<file path="config.mk">
export PLATFORM = sky130hd
export DESIGN_NAME = cv32e40p_ft_status_unit
export DESIGN_NICKNAME = d
export VERILOG_FILES = /design/src/rtl/cv32e40p_ft_status_unit_pkg.sv /design/src/rtl/cv32e40p_ft_status_unit_sat_counter.sv /design/src/rtl/cv32e40p_ft_status_unit.sv
export SDC_FILE = /design/constraint.sdc
export NUM_CORES = 1
export LEC_CHECK = 0
export CAP_MARGIN = 5
export CORE_AREA = 2 2 121 123
export CTS_CLUSTER_DIAMETER = 30
export DETAILED_ROUTE_END_ITERATION = 6
export DIE_AREA = 0 0 123 125
export PLACE_DENSITY = 0.91
export RECOVER_POWER = 100
export SKIP_CTS_REPAIR_TIMING = 1
export SYNTH_ARGS = -nofsm -noshare
export SYNTH_HDL_FRONTEND = slang
export SYNTH_SLANG_ARGS = --single-unit
</file>
<file path="constraint.sdc">
create_clock -name clk -period 5.8 [get_ports clk]
set_input_delay 1.16 -clock clk [delete_from_list [all_inputs] [get_ports clk]]
set_output_delay 1.16 -clock clk [all_outputs]
set_load 0.01 [all_outputs]
</file>
<file path="src/rtl/cv32e40p_ft_status_unit_pkg.sv">
// Shared definitions for the FT status unit: register map, CTRL bit
// positions, IRQ state encoding and a popcount helper.
package cv32e40p_pkg2_ft;

  // Word addresses of the register port
  localparam logic [2:0] FT_ADDR_CTRL       = 3'd0;
  localparam logic [2:0] FT_ADDR_DET_CNT    = 3'd1;
  localparam logic [2:0] FT_ADDR_COR_CNT    = 3'd2;
  localparam logic [2:0] FT_ADDR_STICKY_DET = 3'd3;
  localparam logic [2:0] FT_ADDR_BROKEN     = 3'd4;
  localparam logic [2:0] FT_ADDR_SET_BROKEN = 3'd5;
  localparam logic [2:0] FT_ADDR_THRESHOLD  = 3'd6;

  // CTRL bit positions; bits 0..2 are write-only strobes
  localparam int FT_CTRL_CLR_CNT    = 0;
  localparam int FT_CTRL_CLR_STICKY = 1;
  localparam int FT_CTRL_IRQ_ACK    = 2;
  localparam int FT_CTRL_IRQ_EN     = 3;

  // Width of a popcount result over up to 32 inputs
  localparam int FT_POP_W = 6;

  typedef enum logic {
    FT_IRQ_IDLE    = 1'b0,
    FT_IRQ_PENDING = 1'b1
  } ft_irq_state_e;

  // Number of set bits in a 32-bit vector
  function automatic logic [FT_POP_W-1:0] ft_popcount(input logic [31:0] v);
    logic [FT_POP_W-1:0] n;
    n = '0;
    for (int i = 0; i < 32; i++) begin
      n = n + {{(FT_POP_W-1){1'b0}}, v[i]};
    end
    return n;
  endfunction

endpackage

</file>
<file path="src/rtl/cv32e40p_ft_status_unit_sat_counter.sv">
// Saturating up-counter. A clear in the same cycle as an increment loads the
// increment, so no event is lost; the sum never wraps past all-ones.
module cv32e40p_ft_sat_counter #(
  parameter int WIDTH = 16,
  parameter int INC_W = 6
) (
  input  logic             clk,
  input  logic             rst_n,
  input  logic             clr_i,
  input  logic [INC_W-1:0] inc_i,
  output logic [WIDTH-1:0] cnt_o,
  output logic [WIDTH-1:0] cnt_next_o
);

  // One extra bit so the overflow of base + inc is visible before clamping
  localparam int SUM_W = ((WIDTH > INC_W) ? WIDTH : INC_W) + 1;
  localparam logic [SUM_W-1:0] SAT_MAX = SUM_W'({WIDTH{1'b1}});

  logic [WIDTH-1:0] cnt_q;
  logic [SUM_W-1:0] base;
  logic [SUM_W-1:0] sum;

  // Next value: restart from zero on clear, then add and clamp
  always_comb begin
    base = clr_i ? '0 : SUM_W'(cnt_q);
    sum  = base + SUM_W'(inc_i);
    if (sum > SAT_MAX) begin
      cnt_next_o = {WIDTH{1'b1}};
    end else begin
      cnt_next_o = sum[WIDTH-1:0];
    end
  end

  // Counter register
  always_ff @(posedge clk or negedge rst_n) begin
    if (!rst_n) begin
      cnt_q <= '0;
    end else begin
      cnt_q <= cnt_next_o;
    end
  end

  assign cnt_o = cnt_q;

endmodule

</file>
<file path="src/rtl/cv32e40p_ft_status_unit.sv">
// FT status unit: collects error/health signals from every triplicated
// wrapper, keeps saturating counters and sticky flags, raises a level
// interrupt and lets software force wrappers broken through a register port.
//
// Register port: a request is granted combinationally (gnt_o = req_i while
// out of reset). Writes take effect on the accepting clock edge. Every
// accepted request gets exactly one rvalid_o pulse on the following cycle;
// rdata_o carries the read value (sampled at the accept edge) or 0 for writes.
module cv32e40p_ft_status_unit
  import cv32e40p_pkg2_ft::*;
#(
  parameter int N_BLOCKS    = 8,
  parameter int CNT_W       = 16,
  parameter int IRQ_THR_RST = 4
) (
  input  logic                  clk,
  input  logic                  rst_n,
  input  logic [N_BLOCKS-1:0]   err_detected_i,
  input  logic [N_BLOCKS-1:0]   err_corrected_i,
  input  logic [3*N_BLOCKS-1:0] is_broken_i,
  output logic [3*N_BLOCKS-1:0] set_broken_o,
  input  logic                  req_i,
  input  logic                  we_i,
  input  logic [2:0]            addr_i,
  input  logic [31:0]           wdata_i,
  output logic                  gnt_o,
  output logic                  rvalid_o,
  output logic [31:0]           rdata_o,
  output logic                  irq_o
);

  localparam int NB3 = 3 * N_BLOCKS;

  logic                accept;
  logic                wr;
  logic                wr_ctrl;
  logic                clr_cnt;
  logic                clr_sticky;
  logic                irq_ack;
  logic                irq_en_q;
  logic                irq_en_eff;
  logic [FT_POP_W-1:0] det_pop;
  logic [FT_POP_W-1:0] cor_pop;
  logic [CNT_W-1:0]    det_cnt;
  logic [CNT_W-1:0]    cor_cnt;
  logic [CNT_W-1:0]    win_cnt;
  logic [CNT_W-1:0]    det_next;
  logic [CNT_W-1:0]    cor_next;
  logic [CNT_W-1:0]    win_next;
  logic [CNT_W-1:0]    thr_q;
  logic [NB3-1:0]      set_broken_q;
  logic [NB3-1:0]      broken_q;
  logic [N_BLOCKS-1:0] sticky_q;
  logic [N_BLOCKS-1:0] sticky_d;
  logic                thr_hit;
  logic                broken_rise;
  logic                trigger;
  logic [31:0]         rd_mux;
  logic                rvalid_q;
  logic [31:0]         rdata_q;
  ft_irq_state_e       irq_state_q;
  ft_irq_state_e       irq_state_d;
  logic                unused_sink;

  // Handshake and write strobes
  assign gnt_o      = req_i & rst_n;
  assign accept     = req_i & rst_n;
  assign wr         = accept & we_i;
  assign wr_ctrl    = wr & (addr_i == FT_ADDR_CTRL);
  assign clr_cnt    = wr_ctrl & wdata_i[FT_CTRL_CLR_CNT];
  assign clr_sticky = wr_ctrl & wdata_i[FT_CTRL_CLR_STICKY];
  assign irq_ack    = wr_ctrl & wdata_i[FT_CTRL_IRQ_ACK];
  // Enable as it will be after this edge, so a CTRL write acts immediately
  assign irq_en_eff = wr_ctrl ? wdata_i[FT_CTRL_IRQ_EN] : irq_en_q;

  assign det_pop = ft_popcount(32'(err_detected_i));
  assign cor_pop = ft_popcount(32'(err_corrected_i));

  cv32e40p_ft_sat_counter #(.WIDTH(CNT_W), .INC_W(FT_POP_W)) u_det_cnt (
    .clk        (clk),
    .rst_n      (rst_n),
    .clr_i      (clr_cnt),
    .inc_i      (det_pop),
    .cnt_o      (det_cnt),
    .cnt_next_o (det_next)
  );

  cv32e40p_ft_sat_counter #(.WIDTH(CNT_W), .INC_W(FT_POP_W)) u_cor_cnt (
    .clk        (clk),
    .rst_n      (rst_n),
    .clr_i      (clr_cnt),
    .inc_i      (cor_pop),
    .cnt_o      (cor_cnt),
    .cnt_next_o (cor_next)
  );

  // Detections since the last acknowledge
  cv32e40p_ft_sat_counter #(.WIDTH(CNT_W), .INC_W(FT_POP_W)) u_win_cnt (
    .clk        (clk),
    .rst_n      (rst_n),
    .clr_i      (irq_ack),
    .inc_i      (det_pop),
    .cnt_o      (win_cnt),
    .cnt_next_o (win_next)
  );

  // Sticky flags: a same-cycle detection beats the clear
  always_comb begin
    sticky_d = clr_sticky ? '0 : sticky_q;
    sticky_d = sticky_d | err_detected_i;
  end

  // Trigger sees this cycle's detections through the window's next value
  assign thr_hit     = (thr_q != '0) && (win_next >= thr_q);
  assign broken_rise = |(is_broken_i & ~broken_q);
  assign trigger     = thr_hit | broken_rise;

  // IRQ next state: disable and acknowledge both return to idle
  always_comb begin
    irq_state_d = irq_state_q;
    if (!irq_en_eff) begin
      irq_state_d = FT_IRQ_IDLE;
    end else if (irq_ack) begin
      irq_state_d = FT_IRQ_IDLE;
    end else if ((irq_state_q == FT_IRQ_IDLE) && trigger) begin
      irq_state_d = FT_IRQ_PENDING;
    end
  end

  // IRQ state register
  always_ff @(posedge clk or negedge rst_n) begin
    if (!rst_n) begin
      irq_state_q <= FT_IRQ_IDLE;
    end else begin
      irq_state_q <= irq_state_d;
    end
  end

  assign irq_o = (irq_state_q == FT_IRQ_PENDING);

  // Read multiplexer over current register contents
  always_comb begin
    rd_mux = '0;
    case (addr_i)
      FT_ADDR_CTRL:       rd_mux[FT_CTRL_IRQ_EN] = irq_en_q;
      FT_ADDR_DET_CNT:    rd_mux = 32'(det_cnt);
      FT_ADDR_COR_CNT:    rd_mux = 32'(cor_cnt);
      FT_ADDR_STICKY_DET: rd_mux = 32'(sticky_q);
      FT_ADDR_BROKEN:     rd_mux = 32'(is_broken_i);
      FT_ADDR_SET_BROKEN: rd_mux = 32'(set_broken_q);
      FT_ADDR_THRESHOLD:  rd_mux = 32'(thr_q);
      default:            rd_mux = '0;
    endcase
  end

  // Software-visible registers, sticky flags and the broken-edge history
  always_ff @(posedge clk or negedge rst_n) begin
    if (!rst_n) begin
      irq_en_q     <= 1'b0;
      thr_q        <= CNT_W'(IRQ_THR_RST);
      set_broken_q <= '0;
      sticky_q     <= '0;
      broken_q     <= '0;
    end else begin
      irq_en_q <= irq_en_eff;
      sticky_q <= sticky_d;
      broken_q <= is_broken_i;
      if (wr && (addr_i == FT_ADDR_THRESHOLD)) begin
        thr_q <= wdata_i[CNT_W-1:0];
      end
      if (wr && (addr_i == FT_ADDR_SET_BROKEN)) begin
        set_broken_q <= wdata_i[NB3-1:0];
      end
    end
  end

  // Response channel: one pulse after each accept
  always_ff @(posedge clk or negedge rst_n) begin
    if (!rst_n) begin
      rvalid_q <= 1'b0;
      rdata_q  <= '0;
    end else begin
      rvalid_q <= accept;
      rdata_q  <= (accept && !we_i) ? rd_mux : '0;
    end
  end

  assign rvalid_o     = rvalid_q;
  assign rdata_o      = rdata_q;
  assign set_broken_o = set_broken_q;

  // Upper write-data bits and the main counters' look-ahead are not needed
  assign unused_sink = ^{wdata_i, det_next, cor_next};

endmodule

</file>
=== Word-level counts from Yosys, hierarchy flattened ===
Cells that the tools add are included.

* Add/subtract/negate cells: 17
* $lt $le $gt $ge: 4
* Equal/unequal tests: 7
* Mux-type cells: 15
* Bitwise logic cells: 11
* Reductions and logical operators: 9

{| class="wikitable"
|+ Operators by type and width
! cell !! number
|-
| $pmux W20 S6 || 1
|-
| $mux W16 || 6
|-
| $add A17 B6 Y17 || 3
|-
| $gt A17 B16 Y1 const B || 3
|-
| $mux W32 || 1
|-
| $add A6 B1 Y6 || 4
|-
| $and A24 B24 Y24 || 1
|-
| $not A24 Y24 || 1
|-
| $reduce_or A24 Y1 || 1
|-
| $pmux W3 S6 || 1
|-
| $ge A16 B16 Y1 || 1
|-
| $reduce_bool A16 Y1 || 1
|-
| $add A5 B1 Y6 || 2
|-
| $add A4 B1 Y5 || 2
|-
| $eq A3 B3 Y1 const B || 3
|-
| $add A3 B1 Y4 || 2
|-
| $mux W8 || 1
|-
| $or A8 B8 Y8 || 1
|-
| $pmux W1 S7 || 1
|-
| $add A2 B1 Y3 || 2
|-
| $and A1 B1 Y1 || 6
|-
| $eq A3 B2 Y1 const B || 2
|-
| $logic_and A1 B1 Y1 || 5
|-
| $add A1 B1 Y2 || 2
|-
| 7 further kinds || 10
|}

* Register bits: 155
* Input port bits: 79
* Logic and storage cells: 74

=== Logic depth before layout (Yosys ltp) ===
* Word-level depth: 17
* Gate-level depth with buffers: 23

=== Cells and area by module ===
Synthesis repeated with hierarchy kept, for this count alone.

* Cell total of the unflattened synthesis: 799
* Area total of the unflattened synthesis: 8227.9 sq um

{| class="wikitable"
|+ By module, submodules not included
! module !! instances !! cells each !! area each (sq um) !! sequential area each (sq um)
|-
| cv32e40p_ft_status_unit || 1 || 466 || 5142.4 || 2478.6
|-
| cv32e40p_ft_sat_counter || 3 || 111 || 1028.5 || 400.4
|}

=== Least setup slack after synthesis ===
No wires, ideal clock.

* Path kind: input-to-reg
* Start: input port err_detected_i[0]
* End: register irq_state_q, in the netlist irq_o
* Library setup time: 0.120 ns
* Data arrival time: 6.296 ns
* Data required time: 5.680 ns
* Slack: -0.617 ns
* Stages: 23
* Path buffers: 1
* Path through: inv_1 -> fa_1 -> fa_1 -> fa_1 -> inv_1 -> ha_1 -> inv_1 -> fa_1 -> inv_1 -> fa_1 -> maj3_2 -> a21boi_2 -> nor3_2 -> nand2_1 -> buf_2 -> o21ai_1 -> ha_1 -> a2111o_1 -> a31oi_1 -> o21ai_0 -> a221oi_1 -> o211ai_1 -> and4_1

* Word-level cells in the longest chain between the ends: 15

{| class="wikitable"
|+ Ends and longest elaborated chain
! element !! RTL line !! text
|-
| start: declaration || cv32e40p_ft_status_unit.sv:18 || <nowiki>input logic [N_BLOCKS-1:0] err_detected_i,</nowiki>
|-
| $add A1 B1 Y2 (*) || cv32e40p_ft_status_unit_pkg.sv:33 || <nowiki>n = n + {{(FT_POP_W-1){1'b0}}, v[i]};</nowiki>
|-
| $add A2 B1 Y3 (*) || cv32e40p_ft_status_unit_pkg.sv:33 ||
|-
| $add A3 B1 Y4 (*) || cv32e40p_ft_status_unit_pkg.sv:33 ||
|-
| $add A4 B1 Y5 (*) || cv32e40p_ft_status_unit_pkg.sv:33 ||
|-
| $add A5 B1 Y6 (*) || cv32e40p_ft_status_unit_pkg.sv:33 ||
|-
| $add A6 B1 Y6 (*) (2 in a row) || cv32e40p_ft_status_unit_pkg.sv:33 ||
|-
| $add A17 B6 Y17 (*) || cv32e40p_ft_status_unit_sat_counter.sv:26 || <nowiki>sum = base + SUM_W'(inc_i);</nowiki>
|-
| $gt A17 B16 Y1 || cv32e40p_ft_status_unit_sat_counter.sv:27 || <nowiki>if (sum > SAT_MAX) begin</nowiki>
|-
| $mux W16 (*) || cv32e40p_ft_status_unit_sat_counter.sv:27 ||
|-
| named net u_win_cnt.cnt_next_o[5] || cv32e40p_ft_status_unit_sat_counter.sv:12 || <nowiki>output logic [WIDTH-1:0] cnt_next_o</nowiki>
|-
| $ge A16 B16 Y1 (*) || cv32e40p_ft_status_unit.sv:114 || <nowiki>assign thr_hit = (thr_q != '0) && (win_next >= thr_q);</nowiki>
|-
| $logic_and A1 B1 Y1 (*) || cv32e40p_ft_status_unit.sv:114 ||
|-
| $or A1 B1 Y1 (*) || cv32e40p_ft_status_unit.sv:116 || <nowiki>assign trigger = thr_hit | broken_rise;</nowiki>
|-
| $logic_and A1 B1 Y1 (*) || cv32e40p_ft_status_unit.sv:125 || <nowiki>end else if ((irq_state_q == FT_IRQ_IDLE) && trigger) begin</nowiki>
|-
| $ne A3 B1 Y1 (no source line) (*) || n/a ||
|-
| end signal: assignment || cv32e40p_ft_status_unit.sv:135 || <nowiki>irq_state_q <= irq_state_d;</nowiki>
|-
| end: declaration || cv32e40p_ft_status_unit.sv:61 || <nowiki>ft_irq_state_e irq_state_q;</nowiki>
|}

Mark *: on every way through the listed nets, which the timed path passes. The rest lies on a longest branch.
A chain may end at the register's enable or synchronous reset.

=== Worst setup path in the final report ===
* Start: input port err_detected_i[3]
* End: register irq_state_q, in the netlist irq_o

* Word-level cells in the longest chain between the ends: 13

{| class="wikitable"
|+ Ends and longest elaborated chain
! element !! RTL line
|-
| $add A3 B1 Y4 (*) || cv32e40p_ft_status_unit_pkg.sv:33
|-
| $add A4 B1 Y5 (*) || cv32e40p_ft_status_unit_pkg.sv:33
|-
| $add A5 B1 Y6 (*) || cv32e40p_ft_status_unit_pkg.sv:33
|-
| $add A6 B1 Y6 (*) (2 in a row) || cv32e40p_ft_status_unit_pkg.sv:33
|-
| $add A17 B6 Y17 (*) || cv32e40p_ft_status_unit_sat_counter.sv:26
|-
| $gt A17 B16 Y1 || cv32e40p_ft_status_unit_sat_counter.sv:27
|-
| $mux W16 (*) || cv32e40p_ft_status_unit_sat_counter.sv:27
|-
| named net u_win_cnt.cnt_next_o[5] || cv32e40p_ft_status_unit_sat_counter.sv:12
|-
| $ge A16 B16 Y1 (*) || cv32e40p_ft_status_unit.sv:114
|-
| $logic_and A1 B1 Y1 (*) || cv32e40p_ft_status_unit.sv:114
|-
| $or A1 B1 Y1 (*) || cv32e40p_ft_status_unit.sv:116
|-
| $logic_and A1 B1 Y1 (*) || cv32e40p_ft_status_unit.sv:125
|-
| $ne A3 B1 Y1 (no source line) (*) || n/a
|}

Marks and branches as above.

==> impl_metrics.toml <==
[run_status]
status = "finished, violations left"
violations = "setup timing"

[yosys]
synth-main-ff-cell = "dfrtp_1"
ys_warn_count = 0
synth-simple-area-share = 0.141
synth_top_family_by_area = "compound AO/OA/AOI/OAI gates"
synthAdderAreaFrac = 0.0777
async_reset_ff_frac = 1.00
syn-cell-area_mm2 = 0.00805
synth_compound_area_frac = 0.149
ys_seq_elements = 147
synthMuxAreaShare = 0.0811
synth-edff-count = 0
yosysMostFrequentCell = "dfrtp_1"
synthTopCellsByCount = "dfrtp_1, nand2_1, inv_1, nor2_1, o21ai_0"
synth-xor-area-share = 0.0336
synth_area_leaders = "dfrtp_1, mux2_2, ha_1"
synth_seq_area_share = 0.457
yosysTopAreaCellShare = 0.454
syn_avg_cell_area_um2 = 10.3
synth_cell_type_count = 76
syn-instance-count = 784
synth_top_cell_by_area = "dfrtp_1"

[grt]
antenna_found_initial = 2
grt_first_pass_wirelength_mm = 37.5
grt_usage = 0.323
grt-ovfl-total = 0
grt_max_degree = 149
grt_pass1_vias = 7124

[clock_tree]
cts_made_buffers = 17
clock_path_buffers = 2
htree_num_levels = 4
cts_sinks = 147
insertion_delay_ns = 0.44
clk_pin_slew_ns = 0.06
cts_tree = "built"
cts_root_buf = "clkbuf_16"

[routing]
route.detailed.drc = 0
ant_nets = 0
vias = 7036
vias_per_cell = 6.18
drtPass1Iterations = 5
initialDrtViolationCount = 839
wl_per_cell_um = 21.5
wirelength_mm = 24.5

[die]
pin_count = 138
initial_core_util = 0.567
dieWidth_um = 123
die-area_mm2 = 0.0154
core_mm2 = 0.0142
die_h_um = 125
rows = 44

[job]
cap_violations = 0

[power]
power.total_mw = 4.18
peakVddDrop_mv = 0.265
power.switching_mw = 1.50
p_leak_nw = 4.86
p_per_area_mw_per_mm2 = 404
comb_power_share = 0.392
pwr-share-clk = 0.273
p_int_mw = 2.68
switching_share = 0.359
p_seq_frac = 0.335

[sta]
post-route-min-period_ns = 6.16
fin_crit_sh = 1.06
rsz0062_at_grt = "true"
hold_viol_final = 0
setup_viol = 1
worst_slew_pin_slew_ns = 1.35
fin_worst_skew_ns = 0.00799
setup_slack_ns = -0.362
hold_ws_ns = 0.532
slew_headroom = 0.0991
final_max_slew_viol_count = 0
max_freq_mhz = 162

[hold_path]
hold_class = "flop to flop"

[critical_path]
path_max_fanout = 3
cp-end-kind = "flop"
worstPathRequired_ns = 6.12
critical_path_arrival_ns = 6.49
crit_path_start_kind = "primary input"
criticalPathCategory = "primary input to flop"
rrSetupSlack_ns = 2.10

[finish]
drive_above_1_share = 0.169
nNetsFinal = 1060
syn2layout_area_growth_pct = 28.5

[place]
io_buffers = 121
dp_hpwl_mm = 16.6
gp_congestion = 0.919
==> final timing paths <==
kind                                          from          endpoint  cells after the start
worst max-delay path             err_detected_i[3]             irq_o                     23
worst min-delay path              set_broken_o[23]  set_broken_o[23]                      1
worst max register to register  u_win_cnt.cnt_o[0]             irq_o                     15
worst min register to register    set_broken_o[23]  set_broken_o[23]                      1
max in group asynchronous                    rst_n  set_broken_o[21]                      2
min in group asynchronous                    rst_n       sticky_q[5]                      2
==> final cells by class <==
cell class / count / area, µm²
multi-input combinational: 535 / 3970
fill: 960 / 3860
sequential: 147 / 3680
timing repair buffer: 176 / 1620
clock buffer: 21 / 450
inverter: 64 / 243
tap: 184 / 230
clock inverter: 10 / 151
antenna: 2 / 5.00
==> per-layer routing <==
| layer | vias up | routed length, µm | GRT usage |
|---|---|---|---|
| met5 | - | 0 | 0 |
| met4 | 0 | 1140 | 0.159 |
| met3 | 105 | 2420 | 0.0817 |
| met2 | 479 | 11900 | 0.520 |
| met1 | 3388 | 9050 | 0.405 |
| li1 | 3064 | - | - |
==> power by group through the flow <==
stage	clock (mW)	sequential [mW]	combinational, mW
final	1.14	1.40	1.64
after global routing	1.18	1.42	1.79
after detailed placement	0	1.40	1.53
after floorplan	0	1.34	1.00
after CTS	1.15	1.39	1.57
after global placement	0	1.39	1.46
==> per-stage QoR <==
step / setup TNS [ns] / util / cells / setup WS [ns] / instance area [µm²]
after floorplan: -0.491 / - / 791 / -0.491 / 8080
after global placement: -0.910 / 0.681 / 1102 / -0.910 / 9670
after detailed placement: -1.11 / 0.681 / 1102 / -1.08 / 9670
after CTS: -0.776 / 0.723 / 1133 / -0.776 / 10300
after global routing: -0.575 / 0.728 / 1139 / -0.575 / 10300
final: -0.362 / 0.728 / 1139 / -0.362 / 10300
==> logic make-up (layout without fill, tap and decap cells) <==
family,count (synthesis),count (layout)
fa+ha+maj,44,44
other cells,1,10
mux,61,61
compound gates,173,173
buf+inv,109,271
simple gates,219,219
xor+xnor,30,30
flops,147,147
==> registers in the layout, summed over array words and instances (netlist names), 8 cells and up <==
register / cells
broken_q: 24
rdata_o: 24
set_broken_o: 24
u_cor_cnt.cnt_o: 16
thr_q: 16
u_win_cnt.cnt_o: 16
sticky_q: 8
u_det_cnt.cnt_o: 16
==> cells in the final DEF, fill, tap and decap left out, types with 8 or more instances in the layout <==
| master | n |
|---|---|
| a21oi_1 | 29 |
| nand3_1 | 13 |
| clkdlybuf4s50_1 | 40 |
| fa_1 | 10 |
| a22oi_1 | 9 |
| xor2_1 | 14 |
| nor2b_1 | 10 |
| ha_1 | 25 |
| a21o_1 | 11 |
| and3_1 | 14 |
| a31oi_1 | 11 |
| dfrtp_1 | 146 |
| mux2_2 | 32 |
| clkbuf_16 | 17 |
| o21ai_0 | 36 |
| conb_1 | 8 |
| buf_4 | 50 |
| and2_1 | 11 |
| nand2b_1 | 15 |
| mux2i_1 | 27 |
| nor3_1 | 9 |
| xnor2_1 | 15 |
| inv_1 | 59 |
| nor2_1 | 41 |
| nand4_1 | 12 |
| nand2_1 | 69 |
| dlygate4sd3_1 | 76 |
==> worst max-delay path, cell delays in order <==
cell and delay [ns]:
buf_6 0.07, inv_4 0.03, fa_1 0.55, fa_1 0.45
fa_1 0.46, inv_1 0.06, ha_2 0.18, inv_2 0.04
fa_1 0.57, inv_2 0.07, fa_2 0.35, maj3_2 0.34
a21boi_2 0.18, nor3_2 0.08, nand2_1 0.17, o21ai_2 0.10
ha_1 0.34, a2111o_1 0.36, a31oi_1 0.15, o21ai_1 0.11
a221oi_2 0.32, o211ai_1 0.13, and4_1 0.19
(Power assumes the default switching activity.)
